[src/rtl/out_alu_collect_unit.sv]
// Collects adder and multiplier results into one-deep holding registers and
// drains them round-robin into the FIFO_OUT write port, with debug counters.
module out_alu_collect_unit #(
  parameter int DATA_SIZE      = 16,
  parameter int ID_SIZE        = 4,
  parameter int CNT_SIZE       = 8,
  parameter int FIFO_OUT_WIDTH = DATA_SIZE + ID_SIZE + 1
) (
  input  logic                      clk,
  input  logic                      rst,
  input  logic                      a_result_valid,
  input  logic [DATA_SIZE-1:0]      a_result,
  input  logic [ID_SIZE-1:0]        id_add,
  output logic                      a_result_ready,
  input  logic                      m_result_valid,
  input  logic [DATA_SIZE-1:0]      m_result,
  input  logic [ID_SIZE-1:0]        id_mul,
  output logic                      m_result_ready,
  input  logic                      full_out,
  output logic                      w_en_out,
  output logic [FIFO_OUT_WIDTH-1:0] fifo_out_data,
  output logic [CNT_SIZE-1:0]       add_cnt,
  output logic [CNT_SIZE-1:0]       mul_cnt,
  output logic                      proto_err
);

  typedef enum logic {PRIO_ADD = 1'b0, PRIO_MUL = 1'b1} prio_e;

  logic [DATA_SIZE-1:0] a_res_q, m_res_q;
  logic [ID_SIZE-1:0]   a_id_q, m_id_q;
  logic                 a_full_q, a_full_d;
  logic                 m_full_q, m_full_d;
  prio_e                prio_q, prio_d;
  logic [CNT_SIZE-1:0]  add_cnt_q, add_cnt_d;
  logic [CNT_SIZE-1:0]  mul_cnt_q, mul_cnt_d;
  logic                 proto_q, proto_d;

  logic grant_vld, grant_mul, a_take, m_take, a_drain, m_drain;

  // Ready depends only on holding state, so full_out never reaches the ALU combinationally.
  assign a_result_ready = !a_full_q;
  assign m_result_ready = !m_full_q;
  assign a_take         = a_result_valid && !a_full_q;
  assign m_take         = m_result_valid && !m_full_q;

  always_comb begin
    grant_vld = !full_out && (a_full_q || m_full_q);
    grant_mul = m_full_q && (!a_full_q || (prio_q == PRIO_MUL));
    a_drain   = grant_vld && !grant_mul;
    m_drain   = grant_vld && grant_mul;
  end

  always_comb begin
    fifo_out_data = '0;
    if (grant_vld) begin
      if (grant_mul) fifo_out_data = {m_res_q, m_id_q, 1'b1};
      else           fifo_out_data = {a_res_q, a_id_q, 1'b0};
    end
  end

  assign w_en_out  = grant_vld;
  assign add_cnt   = add_cnt_q;
  assign mul_cnt   = mul_cnt_q;
  assign proto_err = proto_q;

  // A full hold cannot capture, so capture and drain never collide on one edge.
  always_comb begin
    a_full_d  = a_full_q;
    m_full_d  = m_full_q;
    prio_d    = prio_q;
    add_cnt_d = add_cnt_q;
    mul_cnt_d = mul_cnt_q;
    proto_d   = proto_q | (a_result_valid & a_full_q) | (m_result_valid & m_full_q);
    if (a_take)  a_full_d = 1'b1;
    if (m_take)  m_full_d = 1'b1;
    if (a_drain) begin
      a_full_d  = 1'b0;
      prio_d    = PRIO_MUL;
      add_cnt_d = add_cnt_q + 1'b1;
    end
    if (m_drain) begin
      m_full_d  = 1'b0;
      prio_d    = PRIO_ADD;
      mul_cnt_d = mul_cnt_q + 1'b1;
    end
  end

  always_ff @(posedge clk or posedge rst) begin
    if (rst) begin
      a_full_q  <= 1'b0;
      m_full_q  <= 1'b0;
      prio_q    <= PRIO_ADD;
      add_cnt_q <= '0;
      mul_cnt_q <= '0;
      proto_q   <= 1'b0;
    end else begin
      a_full_q  <= a_full_d;
      m_full_q  <= m_full_d;
      prio_q    <= prio_d;
      add_cnt_q <= add_cnt_d;
      mul_cnt_q <= mul_cnt_d;
      proto_q   <= proto_d;
    end
  end

  // Payload registers carry no reset; their contents are only observed while the matching full flag is set.
  always_ff @(posedge clk) begin
    if (a_take) begin
      a_res_q <= a_result;
      a_id_q  <= id_add;
    end
    if (m_take) begin
      m_res_q <= m_result;
      m_id_q  <= id_mul;
    end
  end

endmodule

[config.mk]
export PLATFORM = sky130hd
export DESIGN_NAME = out_alu_collect_unit
export DESIGN_NICKNAME = d
export VERILOG_FILES = /design/src/rtl/out_alu_collect_unit.sv
export SDC_FILE = /design/constraint.sdc
export NUM_CORES = 1
export LEC_CHECK = 0
export CORE_MARGIN = 5
export CORE_UTILIZATION = 44
export DETAILED_ROUTE_END_ITERATION = 16
export HOLD_SLACK_MARGIN = 0.12
export PLACE_DENSITY = 0.86
export SLEW_MARGIN = 20
export SYNTH_ARGS = -nofsm -noshare
export SYNTH_HDL_FRONTEND = slang
export SYNTH_SLANG_ARGS = --single-unit
[constraint.sdc]
create_clock -name clk -period 2.5 [get_ports clk]
set_input_delay 0.375 -clock clk [delete_from_list [all_inputs] [get_ports clk]]
set_output_delay 0.375 -clock clk [all_outputs]
set_load 0.02 [all_outputs]
==> key figures, run 1 <==
Synth
  • Seq/Total Area, Yosys: 72.1%
  • Synth Area in Compound Gates: 8.38%
  • Mean Syn Cell Area: around 16 sq um
  • Dominant cells by area after synthesis: edfxtp_1 (51%), dfrtp_1 (21%), a22o_1 (7.4%), xor2_1 (3.7%), nor4_1 (1.6%)
  • Synth Register Bits: 60
  • Largest area contributor in the netlist: edfxtp_1
  • Synth Area in XOR/XNOR: 5.20%
  • Largest family of logic cells by synthesized area: simple AND/OR/NAND/NOR gates
  • Netlist Area Pre-Place: about 2400 sq um
  • Post-synth cell types: 31
  • Yosys top cell area share: about 51%
  • Mux share of post-synthesis cell area: 0.955%
  • Syn. warnings: 0
  • Main synth FF type: edfxtp_1
  • Syn nets: 194
  • Post-synth EDFFs: 40
  • Synth async-reset ratio: between 30% and 40%
  • Simple-Gate Fraction of Synth Area: 9.97%
  • Adder-Cell Fraction of Synth Area: 1.06%
  • Syn Inst Count: 147

Final layout
  • Number of antenna diodes: 0
  • Filler Cells Inserted: 372
  • Nets: between 200 and 300
  • Final design utilization: 67.3%
  • Synth-to-Final Area Change: 47.5%
  • Multi-input logic area: 606 sq um
  • Layout cells sized above 1: 12.4%
  • Register area: 1700 sq um

Die
  • # IOs: 86
  • Core box area: 5170 sq um
  • Row Count: 26
  • Initial Utilization: between 40% and 50%
  • Die Wd: 83.2 um
  • Die Y: 83.2 um
  • Die area: 6920 sq um

Timing
  • Max frequency: 429 MHz
  • Slew HR: around 51%
  • Tcrit/Tclk final: about 93%
  • Tmin final: 2.33 ns
  • Worst slew pin tran: 0.737 ns
  • Final Hold Viols: 0
  • Unrepaired setup endpoints after global routing: false
  • Final setup viols: 0
  • Fin. max-slew vios: 0
  • Setup TNS: 0 ns
  • Clock skew: 0.0103 ns

Clock network
  • Post-CTS Hold Buffers: 0
  • Clk root buf: clkbuf_8
  • Total setup buffers inserted after CTS: 0
  • CTS tree: done
  • Num Clock Sinks: 60
  • Worst-skew pair later-pin latency: 0.33 ns
  • Clock transition at path regs: 0.06 ns
  • Htree depth: 3
  • Clock Path Buffers: 2
  • TritonCTS buffer count: 9

Power and ir drop
  • Sw Share: between 30% and 40%
  • Net Sw Power: 1.32 mW
  • Tot Pwr: 3.78 mW
  • Clock share of power: 21.5%
  • Logic pwr share: 38.7%
  • P per Cell Area: 1080 nW/um^2
  • Leak Pwr: between 1 and 1.5 nW
  • Max IR drop VDD: 0.596 mV
  • Internal: 2.45 mW
  • Reg power frac: between 30% and 40%

Routing
  • ANT nets after route: 0
  • # DRC: 0
  • DR WL/cell: 15.5 um
  • Vias post-DR: 1571
  • Initial drt markers: 71
  • Initial DRT Pass Iterations: 4
  • Final WL: between 4 and 5 mm
  • DR vias/cell: 4.92

Global route
  • GRT Total Usage: 14.7%
  • Total global routing overflow: 0
  • Largest net degree at the start of global routing: 25
  • Initial antenna violation count: 0
  • Vias in the first global route: approximately 1700
  • First-pass GRT wire length: 7.87 mm

Setup path
  • Cell Chain, Critical Path: clkdlybuf4s50_1 > nand2b_4 > nor2_4 > buf_12 > clkdlybuf4s50_1
  • Bufs and invs on worst path: 3
  • WP data arrival: 1.96 ns
  • Worst path max stage delay: 0.62 ns
  • Most frequent cell on the critical path: clkdlybuf4s50_1
  • Crit-path max FO: 24
  • Critical Path Start Type: input pin
  • Worst Path Required: 2.12 ns
  • Crit. End Element: output pin
  • Max stage delay cell, worst path: clkdlybuf4s50_1
  • Crit Path Class: in2out
  • Family with the most delay on the worst path: buffers and inverters

Min path
  • Hold Path Class: reg2reg

Place
  • Routability cong.: 0.747
  • Dpl hpwl: 3.63 mm
  • Port Buf Inserts: 85

Outcome
  • Outcome: completed

Flow run
  • Max-cap viol count: 0
kinds of logic (layout without fill, tap and decap cells):
| kind of cell | count (synthesis) | count (layout) |
|---|---|---|
| AOI/OAI and AO/OA | 23 | 23 |
| DFF | 60 | 60 |
| adders and majority gates | 2 | 2 |
| buffers and inverters | 10 | 112 |
| and+or+nand+nor | 36 | 36 |
| xor gates and xnor gates | 14 | 14 |
| muxes | 2 | 2 |
power by group through the flow:
stage	Sequential (mW)	Combinational, mW	Clock, mW
floorplan	1.60	0.759	0
global placement	1.51	1.55	0
detailed placement	1.53	1.57	0
CTS	1.51	1.48	0.830
global route	1.53	1.57	0.868
finish	1.50	1.46	0.810
per-layer routing:
layer  track usage (%)  vias to the layer above  part of all wire, %
met5                 0                        -                    0
met4              8.02                        0                  1.8
met3              5.25                        7                  9.1
met2              26.2                       64                   52
met1              14.7                      746                   37
li1                  -                      754                    -
worst paths after layout:
path	end	slack (ns)	startpoint	depth (start not counted)
max in group asynchronous	m_full_q$_DFFE_PP0P_	1.56	rst	2
min in group asynchronous	mul_cnt[3]$_DFFE_PP0P_	0.47	rst	2
max reg2reg	mul_cnt[1]$_DFFE_PP0P_	1.06	a_full_q$_DFFE_PP0P_	4
max	fifo_out_data[0]	0.17	full_out	5
min	add_cnt[7]$_DFFE_PP0P_	0.46	add_cnt[7]$_DFFE_PP0P_	1
min reg2reg	add_cnt[7]$_DFFE_PP0P_	0.46	add_cnt[7]$_DFFE_PP0P_	1
per-stage QoR:
step | cell area, sq um | hold slack, ns | std cells | setup WS [ns]
6_report | 3480 | 0.464 | 319 | 0.167
5_1_grt | 3480 | 0.474 | 319 | 0.0881
4_1_cts | 3480 | 0.470 | 319 | 0.148
3_5_place_dp | 3320 | 0.457 | 303 | -0.0652
3_3_place_gp | 3320 | 0.457 | 303 | -0.0323
2_1_floorplan | 2360 | 0.339 | 147 | 0.735
area by class of cell:
type                       instances  share of cell area [%]
multi-input combinational         77                    17.4
sequential                        60                    48.9
clock inverter                     6                    1.58
tap                               70                    2.52
clock buffer                      10                    3.67
inverter                           5                   0.539
timing repair buffer              91                    25.4
registers in the layout (all words and copies together), names as in the netlist:
register and flops:
a_full_q 1, a_id_q 4, a_res_q 16, add_cnt 8, m_full_q 1, m_id_q 4, m_res_q 16, mul_cnt 8
prio_q 1, proto_err 1
cell usage in the layout (no fill, tap or decap), drive strengths merged, types with 2 or more instances in the layout:
master          n
a22o           20
nor2b           2
clkdlybuf4s50  65
xor2           10
nand2           4
dlygate4sd2    20
buf             6
clkinv          4
nor4            6
nand4           4
nand2b          2
clkbuf         10
inv             5
edfxtp         40
nor2            6
nand3           3
and2            3
and2b           2
dfrtp          20
xnor2           4
ha              2
mux2            2
synth_stat cells, drive strengths merged (2+ instances only):
master and n:
nor2 6, nand4 4, and2 3, edfxtp 40, xor2 10, and2b 2, nand3 3, a22o 20
inv 5, nor4 6, mux2 2, dfrtp 20, xnor2 4, ha 2, nand2 4, nand2b 2
buf 5, nor2b 2
what timing repair did:
item | in CTS | in global routing
resized for setup | 20 | 0
endpoints found under the hold margin | 0 | 0
setup endpoints to repair | 20 | 0
No activity file was read; power rests on OpenSTA's default activity.
==> run 2: changes to the inputs <==
CORE_UTILIZATION = 43   (was 44)
PLACE_DENSITY = 0.85   (was 0.86)
==> run 2 against run 1 <==
Effect of this change:
- count of clock-buffer cells in the layout fell by 1
- first-iteration DRC count fell by 35%
- largest cell class unchanged
- worst hold slack got worse by 0.00057 ns
- combinational power barely moved
- final area rose by 0.14%
- clock skew fell by 0.0053 ns
- core utilization fell by 2.8 points
- via count rose by 1.7%
==> key figures, run 2 (same netlist as run 1, synthesis figures left out) <==
Power and ir drop
  • Leak Pwr: 1.42 nW
  • Internal: 2.46 mW
  • Logic pwr share: 39.0%
  • Clock share of power: 21.2%
  • Reg power frac: between 30% and 40%
  • P per Cell Area: about 1100 nW/um^2
  • Tot Pwr: roughly 3.8 mW
  • Net Sw Power: 1.32 mW
  • Sw Share: 34.9%
  • Max IR drop VDD: 0.624 mV

Timing
  • Fin. max-slew vios: 0
  • Hold WS: 0.463 ns
  • Setup TNS: 0 ns
  • Tmin final: 2.34 ns
  • Clock skew: 0.00500 ns
  • Unrepaired setup endpoints after global routing: false
  • Tcrit/Tclk final: 93.5%
  • Worst slew pin tran: 0.752 ns
  • Final setup viols: 0
  • Max frequency: 428 MHz
  • Slew HR: 49.8%
  • Final Hold Viols: 0

Setup path
  • CP startpoint: full_out
  • Worst reg-to-reg path cell count: 4
  • Crit-path max FO: 24
  • Crit Path Class: in2out
  • Critical Path Start Type: input pin
  • Worst Path Required: 2.12 ns
  • WP data arrival: 1.96 ns
  • Crit. End Element: output pin
  • Flop2flop setup slack: 1.07 ns
  • RR Startpoint: m_full_q$_DFFE_PP0P_

Final layout
  • Final design utilization: 64.5%
  • Most common cell after layout, fill and taps aside: clkdlybuf4s50_1
  • Layout cells sized above 1: 12.6%
  • Most frequent cells in the layout: clkdlybuf4s50_1 (65), edfxtp_1 (40), a22o_1 (20), dfrtp_1 (20), dlygate4sd2_1 (20)
  • Biggest regs: a_res_q (16), m_res_q (16)
  • Fin cells: ~320
  • Filler Cells Inserted: 432
  • Number of antenna diodes: 0
  • Synth-to-Final Area Change: 47.7%
  • Nets: 290

Routing
  • Vias post-DR: 1597
  • Initial drt markers: 46
  • Final WL: 4.94 mm
  • DR WL/cell: 15.5 um
  • # DRC: 0
  • Initial DRT Pass Iterations: 4
  • ANT nets after route: 0
  • DR vias/cell: 5.01

Min path
  • Hold Path Class: reg2reg
  • Hold_sp: mul_cnt[7]$_DFFE_PP0P_
  • Worst Hold Depth: 1

Clock network
  • Worst-skew pair later-pin latency: 0.33 ns
  • TritonCTS buffer count: 9
  • Cts repair resizes: 20
  • Num Clock Sinks: 60
  • Clock transition at path regs: 0.06 ns
  • CTS tree: done
  • Total setup buffers inserted after CTS: 0
  • Clock Path Buffers: 2
  • Post-CTS Hold Buffers: 0
  • Htree depth: 3
  • Clk root buf: clkbuf_8

Flow run
  • Max-cap viol count: 0

Global route
  • Largest net degree at the start of global routing: 25
  • First-pass GRT wire length: 7.90 mm
  • Vias in the first global route: roughly 1600
  • Total global routing overflow: 0
  • GRT Total Usage: approximately 15%
  • Initial antenna violation count: 0

Die
  • Initial Utilization: 43.6%
  • Die area: slightly above 7000 sq um
  • # IOs: 86
  • Row Count: 27
  • Die Y: 84.1 um
  • Die Wd: 84.1 um
  • Core box area: 5410 sq um

Outcome
  • Outcome: completed

Place
  • Dpl hpwl: roughly 3.6 mm
  • Port Buf Inserts: 85
  • Routability cong.: 0.705
  • Placed Instances: 304
[run 2: cell count changes in the layout (fill, tap and decap cells not counted), sizes merged]
| cell | before | now |
|---|---|---|
| clkbuf | 10 | 9 |
| buf | 6 | 5 |
[run 2: worst max-delay path, stage by stage]
cell	delay, ns
clkdlybuf4s50_1	0.47
nand2b_4	0.18
nor2_4	0.13
buf_12	0.17
clkdlybuf4s50_1	0.63
[run 2: layer usage]
layer	GRT usage [%]	share of wire, %	vias up	wire, um
met4	7.46	1.2	0	60
met1	16.0	38	778	1870
met3	5.33	8.7	5	429
li1	-	-	750	-
met2	24.8	52	64	2580
met5	0	0	-	0
[run 2: area by class of cell]
type,instances,area [sq um],area share [%]
inverters,5,18.8,0.539
repair buffers,90,888,25.5
clock inverters,6,56.3,1.62
well taps,72,90.1,2.59
flip-flops and latches,60,1700,48.8
multi-input cells,77,606,17.4
clock buffers,9,124,3.55
[run 2: worst paths after layout]
path / end
worst max-delay path: fifo_out_data[0]
worst max register to register: add_cnt[1]$_DFFE_PP0P_
worst min register to register: mul_cnt[7]$_DFFE_PP0P_
min in group asynchronous: mul_cnt[5]$_DFFE_PP0P_
max in group asynchronous: add_cnt[5]$_DFFE_PP0P_
worst min-delay path: mul_cnt[7]$_DFFE_PP0P_
[run 2: power groups by stage]
stage / logic (mW) / clock network (mW) / registers [mW]
4_1_cts: 1.50 / 0.820 / 1.50
3_5_place_dp: 1.59 / 0 / 1.52
3_3_place_gp: 1.56 / 0 / 1.51
2_1_floorplan: 0.759 / 0 / 1.60
6_report: 1.47 / 0.802 / 1.50
5_1_grt: 1.58 / 0.861 / 1.53
[run 2: per-stage QoR]
| step | setup slack [ns] | area [sq um] |
|---|---|---|
| floorplan | 0.735 | 2360 |
| global placement | -0.0430 | 3330 |
| detailed placement | -0.0787 | 3330 |
| CTS | 0.153 | 3480 |
| global route | 0.0925 | 3480 |
| finish | 0.164 | 3480 |
==> edit: new RTL, flow settings as in run 2 <==
The parameter `DATA_SIZE` goes from 16 to 8.
--- a/src/rtl/out_alu_collect_unit.sv
+++ b/src/rtl/out_alu_collect_unit.sv
@@ -3,3 +3,3 @@
 module out_alu_collect_unit #(
-  parameter int DATA_SIZE      = 16,
+  parameter int DATA_SIZE      = 8,
   parameter int ID_SIZE        = 4,
Interface: changed (resized a_result, fifo_out_data and m_result); port bits go from 86 to 62. The function was not compared with the original's and may differ.
==> edit against run 2 <==
- clock skew rose by 0.0020 ns
- cell count fell by 24%
- setup slack got worse by 0.12 ns
- synthesized area fell by 19%
- sequential cell count fell by 16
- cell area fell by 23%
- wire length fell by 20%
- power fell by 21%
- critical path type unchanged
==> edit: results (changes against run 2) <==
{| class="wikitable"
! Metric !! Value
|-
| Biggest fanout along the worst timing path || 13 (was 24)
|-
| Commonest cells post-synth || 24 x sky130_fd_sc_hd__edfxtp_1, 20 x sky130_fd_sc_hd__dfrtp_1, 12 x sky130_fd_sc_hd__xor2_1, 8 x sky130_fd_sc_hd__a22o_1 (was 40 x sky130_fd_sc_hd__edfxtp_1, 20 x sky130_fd_sc_hd__a22o_1, 20 x sky130_fd_sc_hd__dfrtp_1, 10 x sky130_fd_sc_hd__xor2_1, 6 x sky130_fd_sc_hd__nor4_1)
|-
| Result of the run || finished clean (unchanged)
|-
| Final weighted congestion of routability-driven global placement || 0.685 (was 0.705)
|-
| Maximum VDD drop || 0.000651 V (was 0.000624 V)
|-
| CP Data Arrival Time || 2.08 ns (was 1.96 ns)
|-
| Final setup skew || 0.00703 ns (was 0.00500 ns)
|-
| DRC violation total after the first TritonRoute iteration || 83 (was 46)
|-
| Mean number of vias per cell || 5.11 (was 5.01)
|-
| Count of mapped cells out of synthesis || 122 (was 147)
|-
| Instance area at placement || 2560 um2 (was 3330 um2)
|-
| Final layout net count || 221 (was 290)
|-
| Clock latency of the later-clocked register in the worst-skew pair || 0.29 ns (was 0.33 ns)
|-
| Clock-pin slew on the worst setup and hold paths || 0.08 ns (was 0.06 ns)
|-
| Vias in the first global route || 1338 (was 1632)
|-
| Number of levels in the clock H-tree || 2 (was 3)
|-
| Count of filler cells inserted in the layout || 352 (was 432)
|-
| Pin count of the biggest net entering global routing || 21 (was 25)
|-
| Max stage delay on crit path || 0.61 ns (was 0.63 ns)
|-
| Overall fraction of global-route tracks in use || 14.1% (was 14.6%)
|-
| Clock period minus final worst setup slack || 2.45 ns (was 2.34 ns)
|-
| Routed Wire Length || 3.94 mm (was 4.94 mm)
|-
| CTS buffer count || 5 (was 9)
|-
| Relative max-transition margin || 48.4% (was 49.8%)
|-
| IO buf count || 61 (was 85)
|-
| Number of nets in the synthesized netlist || 153 (was 194)
|-
| Synth area leaders || sky130_fd_sc_hd__edfxtp_1 38%, sky130_fd_sc_hd__dfrtp_1 26%, sky130_fd_sc_hd__xor2_1 5.5% (was sky130_fd_sc_hd__edfxtp_1 51%, sky130_fd_sc_hd__dfrtp_1 21%, sky130_fd_sc_hd__a22o_1 7.4%)
|-
| Portion of the post-synthesis area used by sequential elements || 64.2% (was 72.1%)
|-
| Share of layout cells above drive strength 1 || 15.2% (was 12.6%)
|-
| Number of enable flip-flop cells after synthesis || 24 (was 40)
|-
| Global-route wire length before repair || 6.60 mm (was 7.90 mm)
|-
| Fraction of registers with async set/reset || 45.5% (was 33.3%)
|-
| Number of placed instances with taps included || 235 (was 304)
|-
| DPL Wire Length || 2.94 mm (was 3.57 mm)
|-
| Setup slack at placement || 0.0346 ns (was -0.0787 ns)
|-
| Yosys cell types || 34 (was 31)
|}
==> edit: changes by cell type in the layout (fill, tap and decap cells not counted), sizes merged, moves of 4 or more <==
| cell | run 2 | this run |
|---|---|---|
| clkdlybuf4s50 | 65 | 54 |
| dlymetal6s2s | 0 | 7 |
| dlygate4sd2 | 20 | 0 |
| edfxtp | 40 | 24 |
| clkbuf | 9 | 5 |
| a22o | 20 | 12 |
==> edit: where the power goes <==
group | switching (mW) | internal [mW] | total, mW
Clock | 0.234 | 0.291 | 0.525
Sequential | 0.174 | 0.966 | 1.14
Combinational | 0.702 | 0.632 | 1.33
Total | 1.11 | 1.89 | 3.00
==> edit: path summary, 6_finish.rpt <==
kind,startpoint,endpoint,slack [ns],depth (start not counted)
max,full_out,fifo_out_data[9],0.05,5
min,mul_cnt[7],mul_cnt[7],0.47,1
max reg2reg,m_full_q,add_cnt[1],1.00,4
min reg2reg,mul_cnt[7],mul_cnt[7],0.47,1
max in group asynchronous,rst,add_cnt[0],1.50,2
min in group asynchronous,rst,mul_cnt[7],0.51,2
==> edit: cells by family (layout without fill, tap and decap cells) <==
group,Yosys count,after routing,synth area share (%)
flops,44,44,64.2
simple gates,35,35,15.3
compound gates,15,15,6.97
xor+xnor,14,14,6.45
buf+inv,10,79,4.41
fa+ha+maj,2,2,1.32
mux,2,2,1.38
==> edit: area by class of cell <==
type	instances	share of cell area [%]
clock buffer	5	2.56
tap	52	2.42
sequential	44	45.5
clock inverter	3	1.40
inverter	5	0.699
multi-input combinational	68	22.2
timing repair buffer	66	25.2
==> edit: metal layers <==
metal,global-route usage [%],wire [um]
met4,5.24,51
met3,5.56,346
met2,23.0,1930
met1,16.8,1620
met5,0,0
==> edit: worst max-delay path: cells and delay by family <==
kind	cells	cell delay, ns
buf+inv	2	1.05
simple gates	2	0.47
compound gates	1	0.17
